===== config.mk =====
export PLATFORM = sky130hd
export DESIGN_NAME = wb_sdram_arbiter_flat
export DESIGN_NICKNAME = d
export VERILOG_FILES = /design/src/rtl/wb_sdram_arbiter_if.sv /design/src/rtl/wb_sdram_arbiter.sv /design/src/flat_wrapper.sv
export SDC_FILE = /design/constraint.sdc
export NUM_CORES = 1
export LEC_CHECK = 0
export CORE_AREA = 8 8 141 143
export CTS_CLUSTER_SIZE = 16
export DETAILED_ROUTE_END_ITERATION = 16
export DIE_AREA = 0 0 149 151
export PLACE_DENSITY = 0.6
export SKIP_LAST_GASP = 1
export SLEW_MARGIN = 20
export SYNTH_ARGS = -nofsm -noshare
export SYNTH_HDL_FRONTEND = slang
export SYNTH_SLANG_ARGS = --single-unit
export TNS_END_PERCENT = 30

===== constraint.sdc =====
create_clock -name wb_clk -period 5.29 [get_ports wb_clk]
set_clock_uncertainty 0.15 [all_clocks]
set_input_delay 0.7935 -clock wb_clk [delete_from_list [all_inputs] [get_ports wb_clk]]
set_output_delay 0.7935 -clock wb_clk [all_outputs]
set_load 0.01 [all_outputs]

===== src/rtl/wb_sdram_arbiter_if.sv =====
// Wishbone bundle between NUM_M masters, the round-robin arbiter and the
// single SDRAM controller slave port; the arbiter takes the slave modport.
interface wb_sdram_arbiter_if #(
  parameter int NUM_M = 3,
  parameter int AW    = 32,
  parameter int DW    = 32
);
  // Handshake: stb is the beat-valid and ack/err the beat-ready; a beat
  // completes only in a cycle where stb and ack (or err) are both high,
  // and cyc brackets the whole transfer including idle stb gaps.
  logic [NUM_M*AW-1:0]     m_adr_i;
  logic [NUM_M*DW-1:0]     m_dat_i;
  logic [NUM_M*(DW/8)-1:0] m_sel_i;
  logic [NUM_M-1:0]        m_we_i;
  logic [NUM_M*3-1:0]      m_cti_i;
  logic [NUM_M-1:0]        m_stb_i;
  logic [NUM_M-1:0]        m_cyc_i;
  logic [DW-1:0]           m_dat_o;
  logic [NUM_M-1:0]        m_ack_o;
  logic [NUM_M-1:0]        m_err_o;
  logic [AW-1:0]           s_adr_o;
  logic [DW-1:0]           s_dat_o;
  logic [DW/8-1:0]         s_sel_o;
  logic                    s_we_o;
  logic [2:0]              s_cti_o;
  logic                    s_stb_o;
  logic                    s_cyc_o;
  logic [DW-1:0]           s_dat_i;
  logic                    s_ack_i;
  logic [NUM_M-1:0]        grant_o;

  modport slave (
    input  m_adr_i, m_dat_i, m_sel_i, m_we_i, m_cti_i, m_stb_i, m_cyc_i,
    input  s_dat_i, s_ack_i,
    output m_dat_o, m_ack_o, m_err_o,
    output s_adr_o, s_dat_o, s_sel_o, s_we_o, s_cti_o, s_stb_o, s_cyc_o,
    output grant_o
  );

  modport master (
    output m_adr_i, m_dat_i, m_sel_i, m_we_i, m_cti_i, m_stb_i, m_cyc_i,
    output s_dat_i, s_ack_i,
    input  m_dat_o, m_ack_o, m_err_o,
    input  s_adr_o, s_dat_o, s_sel_o, s_we_o, s_cti_o, s_stb_o, s_cyc_o,
    input  grant_o
  );
endinterface


===== src/rtl/wb_sdram_arbiter.sv =====
// Round-robin Wishbone arbiter in front of the SDRAM controller slave port.
// A grant is held for the whole cyc; a watchdog errors out a stalled slave.
module wb_sdram_arbiter #(
  parameter int NUM_M       = 3,
  parameter int AW          = 32,
  parameter int DW          = 32,
  parameter int TIMEOUT_CYC = 1024
) (
  input  logic                     wb_clk,
  input  logic                     wb_rst,
  wb_sdram_arbiter_if.slave        bus,
  output logic [1:0]               o_state
);
  localparam int GW     = (NUM_M > 1) ? $clog2(NUM_M) : 1;
  localparam int SW     = DW / 8;
  localparam int WDW    = (TIMEOUT_CYC > 1) ? $clog2(TIMEOUT_CYC) : 1;
  localparam int WD_LIM = (TIMEOUT_CYC > 0) ? TIMEOUT_CYC - 1 : 0;

  typedef enum logic [1:0] {
    ST_IDLE  = 2'd0,
    ST_BUSY  = 2'd1,
    ST_DRAIN = 2'd2
  } state_t;

  state_t           r_state, w_state_nxt;
  logic [GW-1:0]    r_gidx, r_last, w_gidx_nxt, w_last_nxt, w_win;
  logic [NUM_M-1:0] r_grant, w_grant_nxt;
  logic [WDW-1:0]   r_wd;
  logic             w_win_vld, w_cyc_g, w_stb_g, w_timeout;
  int               w_idx;

  assign w_cyc_g     = bus.m_cyc_i[r_gidx];
  assign w_stb_g     = bus.m_stb_i[r_gidx];
  assign bus.m_dat_o = bus.s_dat_i;
  assign bus.grant_o = r_grant;
  assign o_state     = r_state;

  // Rotating priority: the search starts just after the last winner.
  always_comb begin
    w_win     = '0;
    w_win_vld = 1'b0;
    w_idx     = 0;
    for (int i = 0; i < NUM_M; i++) begin
      w_idx = (int'(r_last) + 1 + i) % NUM_M;
      if (!w_win_vld && bus.m_cyc_i[GW'(w_idx)]) begin
        w_win_vld = 1'b1;
        w_win     = GW'(w_idx);
      end
    end
  end

  always_comb begin
    w_state_nxt = r_state;
    w_grant_nxt = r_grant;
    w_gidx_nxt  = r_gidx;
    w_last_nxt  = r_last;
    w_timeout   = 1'b0;
    bus.s_adr_o = bus.m_adr_i[int'(r_gidx)*AW +: AW];
    bus.s_dat_o = bus.m_dat_i[int'(r_gidx)*DW +: DW];
    bus.s_sel_o = bus.m_sel_i[int'(r_gidx)*SW +: SW];
    bus.s_we_o  = bus.m_we_i[r_gidx];
    bus.s_cti_o = bus.m_cti_i[int'(r_gidx)*3 +: 3];
    bus.s_cyc_o = 1'b0;
    bus.s_stb_o = 1'b0;
    bus.m_ack_o = '0;
    bus.m_err_o = '0;
    case (r_state)
      ST_IDLE: begin
        if (w_win_vld) begin
          w_state_nxt        = ST_BUSY;
          w_grant_nxt        = '0;
          w_grant_nxt[w_win] = 1'b1;
          w_gidx_nxt         = w_win;
          w_last_nxt         = w_win;
        end
      end
      ST_BUSY: begin
        if (!w_cyc_g) begin
          w_state_nxt = ST_IDLE;
          w_grant_nxt = '0;
        end else begin
          bus.s_cyc_o         = 1'b1;
          bus.s_stb_o         = w_stb_g;
          bus.m_ack_o[r_gidx] = bus.s_ack_i;
          // An ack on the timeout cycle wins over the error.
          if ((TIMEOUT_CYC > 0) && w_stb_g && !bus.s_ack_i &&
              (r_wd == WDW'(WD_LIM))) begin
            w_timeout           = 1'b1;
            bus.m_err_o[r_gidx] = 1'b1;
            w_state_nxt         = ST_DRAIN;
          end
        end
      end
      ST_DRAIN: begin
        if (!w_cyc_g) begin
          w_state_nxt = ST_IDLE;
          w_grant_nxt = '0;
        end
      end
      default: begin
        w_state_nxt = ST_IDLE;
        w_grant_nxt = '0;
      end
    endcase
  end

  always_ff @(posedge wb_clk) begin
    if (wb_rst) begin
      r_state <= ST_IDLE;
      r_grant <= '0;
      r_gidx  <= '0;
      r_last  <= GW'(NUM_M - 1);
      r_wd    <= '0;
    end else begin
      r_state <= w_state_nxt;
      r_grant <= w_grant_nxt;
      r_gidx  <= w_gidx_nxt;
      r_last  <= w_last_nxt;
      if ((r_state == ST_BUSY) && w_cyc_g && w_stb_g && !bus.s_ack_i && !w_timeout)
        r_wd <= r_wd + 1'b1;
      else
        r_wd <= '0;
    end
  end
endmodule


===== src/flat_wrapper.sv =====
// flat-port wrapper written by rule: the top's interface ports become plain ports
module wb_sdram_arbiter_flat 
#(
  parameter int NUM_M       = 3,
  parameter int AW          = 32,
  parameter int DW          = 32,
  parameter int TIMEOUT_CYC = 1024
)
  (wb_clk, wb_rst, o_state, bus_m_adr_i, bus_m_dat_i, bus_m_sel_i, bus_m_we_i, bus_m_cti_i, bus_m_stb_i, bus_m_cyc_i, bus_s_dat_i, bus_s_ack_i, bus_m_dat_o, bus_m_ack_o, bus_m_err_o, bus_s_adr_o, bus_s_dat_o, bus_s_sel_o, bus_s_we_o, bus_s_cti_o, bus_s_stb_o, bus_s_cyc_o, bus_grant_o);
  wb_sdram_arbiter_if #(.NUM_M(NUM_M), .AW(AW), .DW(DW)) bus_i ();
  input  logic wb_clk;
  input  logic wb_rst;
  output logic [1:0] o_state;
  input wire logic [$bits(bus_i.m_adr_i)-1:0] bus_m_adr_i;
  input wire logic [$bits(bus_i.m_dat_i)-1:0] bus_m_dat_i;
  input wire logic [$bits(bus_i.m_sel_i)-1:0] bus_m_sel_i;
  input wire logic [$bits(bus_i.m_we_i)-1:0] bus_m_we_i;
  input wire logic [$bits(bus_i.m_cti_i)-1:0] bus_m_cti_i;
  input wire logic [$bits(bus_i.m_stb_i)-1:0] bus_m_stb_i;
  input wire logic [$bits(bus_i.m_cyc_i)-1:0] bus_m_cyc_i;
  input wire logic [$bits(bus_i.s_dat_i)-1:0] bus_s_dat_i;
  input wire logic [$bits(bus_i.s_ack_i)-1:0] bus_s_ack_i;
  output wire logic [$bits(bus_i.m_dat_o)-1:0] bus_m_dat_o;
  output wire logic [$bits(bus_i.m_ack_o)-1:0] bus_m_ack_o;
  output wire logic [$bits(bus_i.m_err_o)-1:0] bus_m_err_o;
  output wire logic [$bits(bus_i.s_adr_o)-1:0] bus_s_adr_o;
  output wire logic [$bits(bus_i.s_dat_o)-1:0] bus_s_dat_o;
  output wire logic [$bits(bus_i.s_sel_o)-1:0] bus_s_sel_o;
  output wire logic [$bits(bus_i.s_we_o)-1:0] bus_s_we_o;
  output wire logic [$bits(bus_i.s_cti_o)-1:0] bus_s_cti_o;
  output wire logic [$bits(bus_i.s_stb_o)-1:0] bus_s_stb_o;
  output wire logic [$bits(bus_i.s_cyc_o)-1:0] bus_s_cyc_o;
  output wire logic [$bits(bus_i.grant_o)-1:0] bus_grant_o;
  assign bus_i.m_adr_i = bus_m_adr_i;
  assign bus_i.m_dat_i = bus_m_dat_i;
  assign bus_i.m_sel_i = bus_m_sel_i;
  assign bus_i.m_we_i = bus_m_we_i;
  assign bus_i.m_cti_i = bus_m_cti_i;
  assign bus_i.m_stb_i = bus_m_stb_i;
  assign bus_i.m_cyc_i = bus_m_cyc_i;
  assign bus_i.s_dat_i = bus_s_dat_i;
  assign bus_i.s_ack_i = bus_s_ack_i;
  assign bus_m_dat_o = bus_i.m_dat_o;
  assign bus_m_ack_o = bus_i.m_ack_o;
  assign bus_m_err_o = bus_i.m_err_o;
  assign bus_s_adr_o = bus_i.s_adr_o;
  assign bus_s_dat_o = bus_i.s_dat_o;
  assign bus_s_sel_o = bus_i.s_sel_o;
  assign bus_s_we_o = bus_i.s_we_o;
  assign bus_s_cti_o = bus_i.s_cti_o;
  assign bus_s_stb_o = bus_i.s_stb_o;
  assign bus_s_cyc_o = bus_i.s_cyc_o;
  assign bus_grant_o = bus_i.grant_o;
  wb_sdram_arbiter #(.NUM_M(NUM_M), .AW(AW), .DW(DW), .TIMEOUT_CYC(TIMEOUT_CYC)) u_core (.wb_clk(wb_clk), .wb_rst(wb_rst), .bus(bus_i), .o_state(o_state));
endmodule

==> results.py <==
metrics = {
    "yosys": {
        "synth_edf_count": 0,
        "synthTopCellsByArea": "mux2i_1, o21ai_0, dfxtp_1",
        "ys_warn_count": 0,
        "ys_seq_area_share_pct": 12.7,
        "syn_nets": 674,
        "synth_ff_type": "dfxtp_1",
        "synth_cells": 409,
        "ys_ff_latch": 18,
        "netlist.area_leader.share_pct": 26.7,
        "syn-mean-instance-area_sq_um": 6.95,
        "synthArstFlopShare_pct": 0,
        "ys_types": 42,
        "synthMostInstantiatedCell": "nand2_1",
        "synth_top_area_cell": "mux2i_1",
        "synth_common_cells": "nand2_1, o21ai_0, mux2i_1",
        "synth_area_sq_um": 2840,
    },
    "worst_setup_path": {
        "crit_type": "in -> out",
        "cpMostUsedCell": "clkdlybuf4s50_1",
        "crit_required_ps": 4350,
        "crit_arrival_ps": 3100,
        "endpoint_kind": "primary output",
        "crit_family": "buffers and inverters",
        "cp_max_fo": 5,
        "critPathMaxStageDelay_ps": 570,
        "crit_path_start_kind": "input port",
        "slowest_stage": "clkdlybuf4s50_1",
        "path_cells": "clkdlybuf4s50_1 -> mux2i_1 -> o22ai_2 -> nand3_1 -> or3b_2 -> nor3_1 -> clkdlybuf4s50_1",
        "crit_buf_inv": 2,
    },
    "clock_network": {
        "cts_made_buffers": 3,
        "clockBufferDepth": 2,
        "worst_skew_pair.late_latency_ps": 250,
        "cts_resized": 0,
        "post-cts-setup-buffer-count": 0,
        "cts.clk_slew.worst_paths_ps": 50,
        "cts_htree_levels": 1,
        "ctsHoldBuffers": 0,
        "cts_root_buffer": "clkbuf_16",
        "cts_sinks": 18,
        "cts_tree": "done",
    },
    "detailed_routing": {
        "routed_via_density": 4.12,
        "drc": 0,
        "drt_iter0_drc": 71,
        "via_count": 3679,
        "drt_first_pass_iters": 4,
        "wl_per_cell_um": 17.4,
        "drtAntennaViolNets": 0,
        "drt-total-wl_mm": 15.6,
    },
    "hold_path": {
        "min_path_type": "reg -> reg",
    },
    "job": {
        "drv_cap": 0,
    },
    "timing": {
        "slew_viol_final": 0,
        "fmax_mhz": 247,
        "slew_headroom_pct": 45.2,
        "fin_ws_ps": 1250,
        "grt_setup_unrepaired": "false",
        "period_needed_ps": 4040,
        "timing.final.crit_share_pct": 76.4,
        "final_hold_viol_count": 0,
        "tightest_slew_ps": 822,
        "setup_viol": 0,
        "tns_ps": 0,
    },
    "floorplan": {
        "io_pins": 374,
        "dieArea_sq_um": 22500,
        "chipWidth_um": 149,
        "fp.coreArea_sq_um": 17700,
        "num_rows": 49,
        "start_util_pct": 16.1,
        "die_y_um": 151,
    },
    "global_route": {
        "grt_overflow_total": 0,
        "grt_pass1_vias": 3815,
        "grt_max_degree": 49,
        "grt_pass1_wl_mm": 22.5,
        "grt_usage_pct": 12.6,
        "antenna_found_initial": 0,
    },
    "final_layout": {
        "syn2layout_area_growth_pct": 111,
        "fin_cells": 894,
        "drive_above_1_share_pct": 2.26,
        "nets": 931,
        "antenna_cells": 0,
        "final_area_sq_um": 5990,
    },
    "placement": {
        "dp_slack_ps": 1260,
        "postPlaceCellArea_sq_um": 5900,
        "dp.cells": 890,
        "place.gp.congestion": 0.766,
        "place.port_buffers": 309,
        "dp_hpwl_mm": 13.3,
    },
    "power": {
        "p_leak_uw": 0.00210,
        "p_per_area_nw_per_um2": 315,
        "peakVddDrop_uv": 215,
    },
    "run_status": {
        "status": "finished clean",
    },
}
## flip-flops by register name, summed over array words and instances (netlist names)
| register | flops |
|---|---|
| u_core.r_wd | 10 |
| u_core.o_state | 2 |
| u_core.r_last | 2 |
| u_core.bus.grant_o | 3 |
| u_core.r_gidx | 1 |
## metal layers
metal | vias to the layer above | wire [um] | track usage [%]
met4 | 0 | 42 | 1.06
met3 | 6 | 1410 | 4.96
met5 | - | 0 | 0
met1 | 1613 | 5990 | 13.9
li1 | 1902 | - | -
met2 | 158 | 8100 | 23.2
## final timing paths
| path | to | depth (start not counted) | from | slack [ps] |
|---|---|---|---|---|
| worst min-delay path | u_core.r_wd[0] | 1 | u_core.r_wd[0] | 310 |
| worst min register to register | u_core.r_wd[0] | 1 | u_core.r_wd[0] | 310 |
| worst max register to register | u_core.bus.grant_o[0] | 7 | u_core.r_last[0] | 2400 |
| worst max-delay path | bus_m_err_o[0] | 7 | bus_m_cyc_i[1] | 1250 |
## worst register-to-register path, cell delays in order, from the launching register on
cell     delay, ps
dfxtp_4        870
inv_1          160
ha_1           290
a22o_1         200
a211o_1        300
and2_1         230
mux2_4         330
a32o_1         250
## logic make-up after synthesis
group	synth area share [%]
AOI/OAI and AO/OA	20.9
xor gates and xnor gates	2.46
adders and majority gates	3.52
buffers and inverters	13.9
DFF	12.7
muxes	27.3
and+or+nand+nor	19.4
## report_power, final
part	switching, uW	internal, uW
Combinational	651	816
Clock	51.3	115
Sequential	96.8	160
Total	799	1090
## cells in the final DEF (no fill, tap or decap), types with 6 or more instances in the layout
| cell type | count |
|---|---|
| ha_1 | 8 |
| nand2_1 | 78 |
| inv_1 | 8 |
| clkdlybuf4s50_1 | 309 |
| o21ai_0 | 77 |
| nand2b_1 | 6 |
| mux2i_1 | 76 |
| dfxtp_1 | 16 |
| a21oi_1 | 7 |
| nor2_1 | 17 |
## final cells by class
type / instances / area [sq um]
Fill cell: 1872 / 11700
Timing Repair Buffer: 313 / 3120
Multi-Input combinational cell: 322 / 2100
Sequential cell: 18 / 365
Tap cell: 229 / 287
Clock buffer: 4 / 88.8
Inverter: 8 / 30.0
## per-stage QoR
step / power (uW) / util (%) / hold slack, ps
2_1_floorplan: 956 / - / 276
3_3_place_gp: 1750 / 33.4 / 293
3_5_place_dp: 1750 / 33.4 / 305
4_1_cts: 1930 / 33.9 / 317
5_1_grt: 2020 / 33.9 / 355
6_report: 1890 / 33.9 / 311
No activity file was read; power rests on OpenSTA's default activity.
